<file path="src/rtl/pacemaker_pkg.sv">
// Shared types and default timing for the dual-chamber pacing controller.
// All intervals are counted in clock ticks.
package pacemaker_pkg;

  typedef enum logic {
    VA_WAIT = 1'b0,
    AV_WAIT = 1'b1
  } pace_state_e;

  localparam int unsigned DefLri   = 100;
  localparam int unsigned DefAvi   = 25;
  localparam int unsigned DefUri   = 60;
  localparam int unsigned DefPvarp = 30;
  localparam int unsigned DefVrp   = 20;
  localparam int unsigned DefPw    = 2;

  // Bits needed to hold values 0..max_val; never less than one bit.
  function automatic int unsigned timer_width(input int unsigned max_val);
    int unsigned w;
    w = 1;
    if (max_val >= 2) w = $clog2(max_val + 1);
    return w;
  endfunction

endpackage

</file>
<file path="src/rtl/pace_pulse_gen.sv">
// Registered one-shot: a trigger starts a pulse exactly PW cycles wide.
// Triggers arriving while a pulse is in flight are ignored.
module pace_pulse_gen
  import pacemaker_pkg::*;
#(
  parameter int unsigned PW = DefPw
) (
  input  logic clk_i,
  input  logic rst_i,
  input  logic trig_i,
  output logic pulse_o
);

  localparam int unsigned CW = timer_width(PW);

  logic [CW-1:0] cnt_q, cnt_d;
  logic          pulse_q;

  always_comb begin
    cnt_d = cnt_q;
    if (cnt_q != '0) begin
      cnt_d = cnt_q - CW'(1);
    end else if (trig_i) begin
      cnt_d = CW'(PW);
    end
  end

  always_ff @(posedge clk_i or posedge rst_i) begin
    if (rst_i) begin
      cnt_q   <= '0;
      pulse_q <= 1'b0;
    end else begin
      cnt_q   <= cnt_d;
      pulse_q <= (cnt_d != '0);
    end
  end

  assign pulse_o = pulse_q;

endmodule

</file>
<file path="src/rtl/ddd_pace_controller.sv">
// DDD-mode pacing timing controller: VA/AV interval sequencing, upper-rate
// limiting and post-ventricular refractory windows driving two pace pulses.
module ddd_pace_controller
  import pacemaker_pkg::*;
#(
  parameter int unsigned LRI   = DefLri,
  parameter int unsigned AVI   = DefAvi,
  parameter int unsigned URI   = DefUri,
  parameter int unsigned PVARP = DefPvarp,
  parameter int unsigned VRP   = DefVrp,
  parameter int unsigned PW    = DefPw
) (
  input  logic clk,
  input  logic rst,
  input  logic sa,
  input  logic sv,
  output logic pa,
  output logic pv,
  output logic a_refr,
  output logic v_refr,
  output logic state_o
);

  localparam int unsigned VAI = LRI - AVI;
  localparam int unsigned TW  = timer_width(LRI);
  localparam int unsigned RW  = timer_width((PVARP > VRP) ? PVARP : VRP);

  localparam logic [TW-1:0] VaiLast = TW'(VAI - 1);
  localparam logic [TW-1:0] AviLast = TW'(AVI - 1);
  localparam logic [TW-1:0] UriLast = TW'(URI - 1);
  localparam logic [TW-1:0] UriSat  = TW'(URI);
  localparam logic [RW-1:0] PvarpLd = RW'(PVARP);
  localparam logic [RW-1:0] VrpLd   = RW'(VRP);

  if (LRI <= AVI) begin : g_chk_vai
    $error("ddd_pace_controller: LRI must exceed AVI");
  end
  if (URI > LRI) begin : g_chk_uri
    $error("ddd_pace_controller: URI must not exceed LRI");
  end
  if (PVARP >= VAI) begin : g_chk_pvarp
    $error("ddd_pace_controller: PVARP must be shorter than LRI-AVI");
  end
  if (PW < 1 || PW >= VRP) begin : g_chk_pw
    $error("ddd_pace_controller: PW must be at least 1 and below VRP");
  end
  if (AVI <= PW) begin : g_chk_avi
    $error("ddd_pace_controller: AVI must exceed PW");
  end

  pace_state_e   state_q;
  logic [TW-1:0] va_q, av_q, uri_q;
  logic [RW-1:0] pvarp_q, vrp_q;

  logic valid_sa, valid_sv, va_expired;
  logic a_event, a_pace, v_pace, v_event;

  assign a_refr  = (pvarp_q != '0);
  assign v_refr  = (vrp_q != '0);
  assign state_o = (state_q == AV_WAIT);

  // A valid ventricular sense always wins over any atrial decision.
  always_comb begin
    valid_sv   = sv & ~v_refr;
    valid_sa   = sa & ~a_refr & (state_q == VA_WAIT);
    va_expired = (state_q == VA_WAIT) && (va_q == VaiLast);
    v_pace     = ~valid_sv && (state_q == AV_WAIT) && (av_q >= AviLast) && (uri_q >= UriLast);
    v_event    = valid_sv | v_pace;
    a_event    = ~valid_sv & (valid_sa | va_expired);
    a_pace     = ~valid_sv & ~valid_sa & va_expired;
  end

  always_ff @(posedge clk or posedge rst) begin
    if (rst) begin
      state_q <= VA_WAIT;
      va_q    <= '0;
      av_q    <= '0;
      uri_q   <= UriSat;
      pvarp_q <= '0;
      vrp_q   <= '0;
    end else begin
      if (v_event) begin
        pvarp_q <= PvarpLd;
        vrp_q   <= VrpLd;
      end else begin
        if (pvarp_q != '0) pvarp_q <= pvarp_q - RW'(1);
        if (vrp_q != '0)   vrp_q   <= vrp_q - RW'(1);
      end

      if (v_event) begin
        state_q <= VA_WAIT;
        va_q    <= '0;
        uri_q   <= '0;
      end else begin
        if (uri_q != UriSat) uri_q <= uri_q + TW'(1);
        if (a_event) begin
          state_q <= AV_WAIT;
          av_q    <= '0;
        end else if (state_q == VA_WAIT) begin
          va_q <= va_q + TW'(1);
        end else if (av_q != AviLast) begin
          // Holding at the AV limit lets the upper-rate timer extend AV_WAIT.
          av_q <= av_q + TW'(1);
        end
      end
    end
  end

  pace_pulse_gen #(
    .PW(PW)
  ) u_pulse_a (
    .clk_i  (clk),
    .rst_i  (rst),
    .trig_i (a_pace),
    .pulse_o(pa)
  );

  pace_pulse_gen #(
    .PW(PW)
  ) u_pulse_v (
    .clk_i  (clk),
    .rst_i  (rst),
    .trig_i (v_pace),
    .pulse_o(pv)
  );

endmodule

</file>
<file path="config.mk">
export PLATFORM = sky130hd
export DESIGN_NAME = ddd_pace_controller
export DESIGN_NICKNAME = d
export VERILOG_FILES = /design/src/rtl/pacemaker_pkg.sv /design/src/rtl/pace_pulse_gen.sv /design/src/rtl/ddd_pace_controller.sv
export SDC_FILE = /design/constraint.sdc
export NUM_CORES = 1
export LEC_CHECK = 0
export CAP_MARGIN = 40
export CORE_ASPECT_RATIO = 0.8
export CORE_MARGIN = 2
export CORE_UTILIZATION = 30
export CTS_CLUSTER_SIZE = 20
export DETAILED_ROUTE_END_ITERATION = 12
export SYNTH_ARGS = -nofsm -noshare
export SYNTH_HDL_FRONTEND = slang
export SYNTH_SLANG_ARGS = --single-unit
</file>
<file path="constraint.sdc">
create_clock -name clk -period 2.6 [get_ports clk]
set_input_delay 0.52 -clock clk [delete_from_list [all_inputs] [get_ports clk]]
set_output_delay 0.52 -clock clk [all_outputs]
set_load 0.02 [all_outputs]
</file>
==> metrics.md <==
| Metric | Value |
|---|---|
| Area contributors post-synth | `dfrtp_1 43%, ha_1 6.3%, dfstp_2 5.3%` |
| Simple-gate area share of the yosys netlist | `21.9%` |
| CTS Sinks | `38` |
| H-tree Lvls | `2` |
| Core ar. | `6410 sq um` |
| Vias post-DR | `1,400` |
| Static Leak | `1.05 nW` |
| Hold_ws | `0.461 ns` |
| Grt total ovfl | `0` |
| Setup violations, final | `0` |
| Slew Limit Fails | `0` |
| Synth warn | `0` |
| Die width | `95.0 um` |
| Library cells used by synthesis | `43` |
| HPWL after DPL | `2480 um` |
| Worst-path clk slew | `0.08 ns` |
| TritonCTS clock tree | `built` |
| I/O Pins | `9` |
| Largest area contributor in the netlist | `dfrtp_1` |
| Peak VDD IR | `506 uV` |
| Synth Flop Type | `dfrtp_1` |
| Synth Area in Adders | `6.29%` |
| Gate Count Post-Synth | `192` |
| Die area | `7300 sq um` |
| Total CTS buffers | `5` |
| Total routed wirelength | `3600 um` |
| RD Place Congestion | `0.759` |
| Clock root buffer | `clkbuf_8` |
| Filler cell count | `629` |
| Die height | `76.8 um` |
| First-pass GRT wire length | `6360 um` |
| DRT antenna net count | `0` |
| Actual slew at the worst max-slew pin | `0.580 ns` |
| Skew-Pair Late Insertion Delay | `0.29 ns` |
| Clock Skew | `0.0124 ns` |
| Share of cells above drive strength 1 | `11.4%` |
| Number of synthesized register bits | `38` |
| Initial Utilization | `31.0%` |
| GRT Total Usage | `10.9%` |
| Post-Syn Area per Cell | `10.4 sq um` |
| Row count | `26` |
| # diodes | `0` |
| Power per cell area | `1210 nW/um^2` |
| Post-synth EDFFs | `0` |
| Status | `complete, no violations` |
| Mapped cell area | `1990 sq um` |
| Main combinational cell family by area after synthesis | `simple AND/OR/NAND/NOR gates` |
| Post-Syn Nets | `206` |
| RSZ-0062 raised after global routing | `no` |
| Share of Yosys cell area claimed by the top area cell type | `42.8%` |
| CTS Hold Bufs | `0` |
| Violation count after the first detailed-routing iteration | `39` |
| DRC Markers | `0` |
| Synth top cells by count | `34 x dfrtp_1, 20 x nand2_1, 20 x nor2_1, 14 x inv_1, 10 x ha_1` |
| Setup CP Type | `flip-flop to primary output` |
| Mux share of post-synthesis cell area | `2.01%` |
| Vias in the first global route | `1,379` |
| Clk buf depth | `2` |
| Req. time, crit path | `2.08 ns` |
| Final Hold Fails | `0` |
| Worst hold path class | `flip-flop to flip-flop` |
| Post-Route Setup TNS | `0 ns` |
| Crit-path max FO | `4` |
| Nets@finish | `224` |
| Min Tclk post-route | `2.46 ns` |
| Routed len/inst | `12.2 um` |
| Xor/xnor cell area share of the yosys netlist | `6.61%` |
| Maxcap violations | `0` |
| First-pass detailed-route iteration total | `4` |
| Vias per Instance | `4.75` |
| Top-count cell post-synth | `dfrtp_1` |
| CP Capture Type | `primary output` |
| Worst Path Arrival | `1.94 ns` |
| Post-synthesis compound-gate area fraction | `10.6%` |
| Startpoint type of the worst setup path | `flip-flop` |
| Async SR Flop Fraction | `100%` |
| Final Cycle Share | `94.4%` |
| IO buf count | `8` |
| Antenna violations before repair | `0` |
| Largest net degree at the start of global routing | `39` |
| Sequential fraction of the synthesis area | `48.1%` |
| Area growth syn-to-layout | `17.9%` |
| Relative slew slack | `60.7%` |
| Maximum clock frequency | `407 MHz` |
## power by group
| group | switching [mW] | leakage, nW | internal [mW] |
|---|---|---|---|
| sequential | 0.296 | 0.463 | 0.874 |
| clock | 0.225 | 0.0683 | 0.385 |
| combinational | 0.548 | 0.517 | 0.511 |
## layout make-up
class	instances	area, sq um	area share (%)
clock buffers	5	68.8	2.94
clock inverters	3	68.8	2.94
inverters	14	52.6	2.24
multi-input cells	135	952	40.6
flip-flops and latches	38	956	40.8
well taps	84	105	4.48
repair buffers	16	140	5.98
## kinds of logic after synthesis
logic type | count (synthesis)
mux | 4
flops | 38
fa+ha+maj | 10
xor+xnor | 15
simple gates | 78
buf+inv | 19
compound gates | 28
## critical path, stage by stage (launching register included)
cell	delay, ns
dfrtp_1	0.38
inv_1	0.11
ha_1	0.20
nor4b_4	0.27
inv_1	0.14
clkdlybuf4s50_1	0.56
## timing repair
item                       in CTS  in global routing
gates resized for setup         0                  1
setup buffers                   0                  2
setup endpoints to repair       0                  1
## state kept, by name, summed over array words and instances, names as in the netlist
signal	flops
u_pulse_v.pulse_o	1
vrp_q	5
u_pulse_a.pulse_o	1
u_pulse_a.cnt_q	2
va_q	7
av_q	7
uri_q	7
pvarp_q	5
u_pulse_v.cnt_q	2
state_o	1
## per-layer routing
layer  global-route usage (%)  up-vias  share of wire (%)
met4                     3.48        0               0.64
met5                        0        -                  0
met2                     15.0       19                 43
li1                         -      714                  -
met1                     16.2      665                 53
met3                     3.24        2                3.4
## worst paths after layout
check / start / to / slack [ns] / cells after the start
min in group asynchronous: rst / va_q[6] / 0.63 / 3
hold reg to reg: u_pulse_a.cnt_q[0] / u_pulse_a.cnt_q[0] / 0.46 / 1
max in group asynchronous: rst / vrp_q[3] / 1.61 / 3
setup / recovery: vrp_q[0] / v_refr / 0.14 / 5
hold / removal: u_pulse_a.cnt_q[0] / u_pulse_a.cnt_q[0] / 0.46 / 1
setup reg to reg: vrp_q[0] / uri_q[6] / 0.34 / 8
## through the flow
| stage | std cells | instance area (sq um) | util, % | worst slack [ns] | power (mW) |
|---|---|---|---|---|---|
| global route | 295 | 2340 | 36.6 | 0.0343 | 3.09 |
| floorplan | 192 | 1990 | - | 0.611 | 1.94 |
| global placement | 285 | 2180 | 34.0 | 0.347 | 2.19 |
| finish | 295 | 2340 | 36.6 | 0.145 | 2.84 |
| CTS | 293 | 2320 | 36.2 | 0.00467 | 2.84 |
| detailed placement | 285 | 2180 | 34.0 | 0.318 | 2.22 |
## cell usage in the layout, fill, tap and decap left out, types with 2 or more instances in the layout
| master | count |
|---|---|
| dfrtp_1 | 34 |
| nor2_1 | 20 |
| nand2_1 | 20 |
| inv_1 | 14 |
| ha_1 | 10 |
| xor2_1 | 9 |
| clkdlybuf4s50_1 | 8 |
| buf_4 | 8 |
| xnor2_1 | 6 |
| nand4_1 | 6 |
| nor3_1 | 5 |
| clkbuf_8 | 5 |
| a21oi_1 | 4 |
| a211o_1 | 4 |
| nand3_1 | 4 |
| o21ai_0 | 4 |
| mux2i_1 | 4 |
| dfstp_2 | 4 |
| or3_1 | 3 |
| nand2b_1 | 3 |
| o311ai_1 | 3 |
| nor4b_4 | 2 |
| and2_1 | 2 |
| a211oi_1 | 2 |
| nor2b_1 | 2 |
| or4b_1 | 2 |
| o31ai_1 | 2 |
| o211ai_1 | 2 |
| and3_1 | 2 |
| o41ai_1 | 2 |
| bufinv_16 | 2 |
Note: power is estimated with default switching activity, not from simulation.
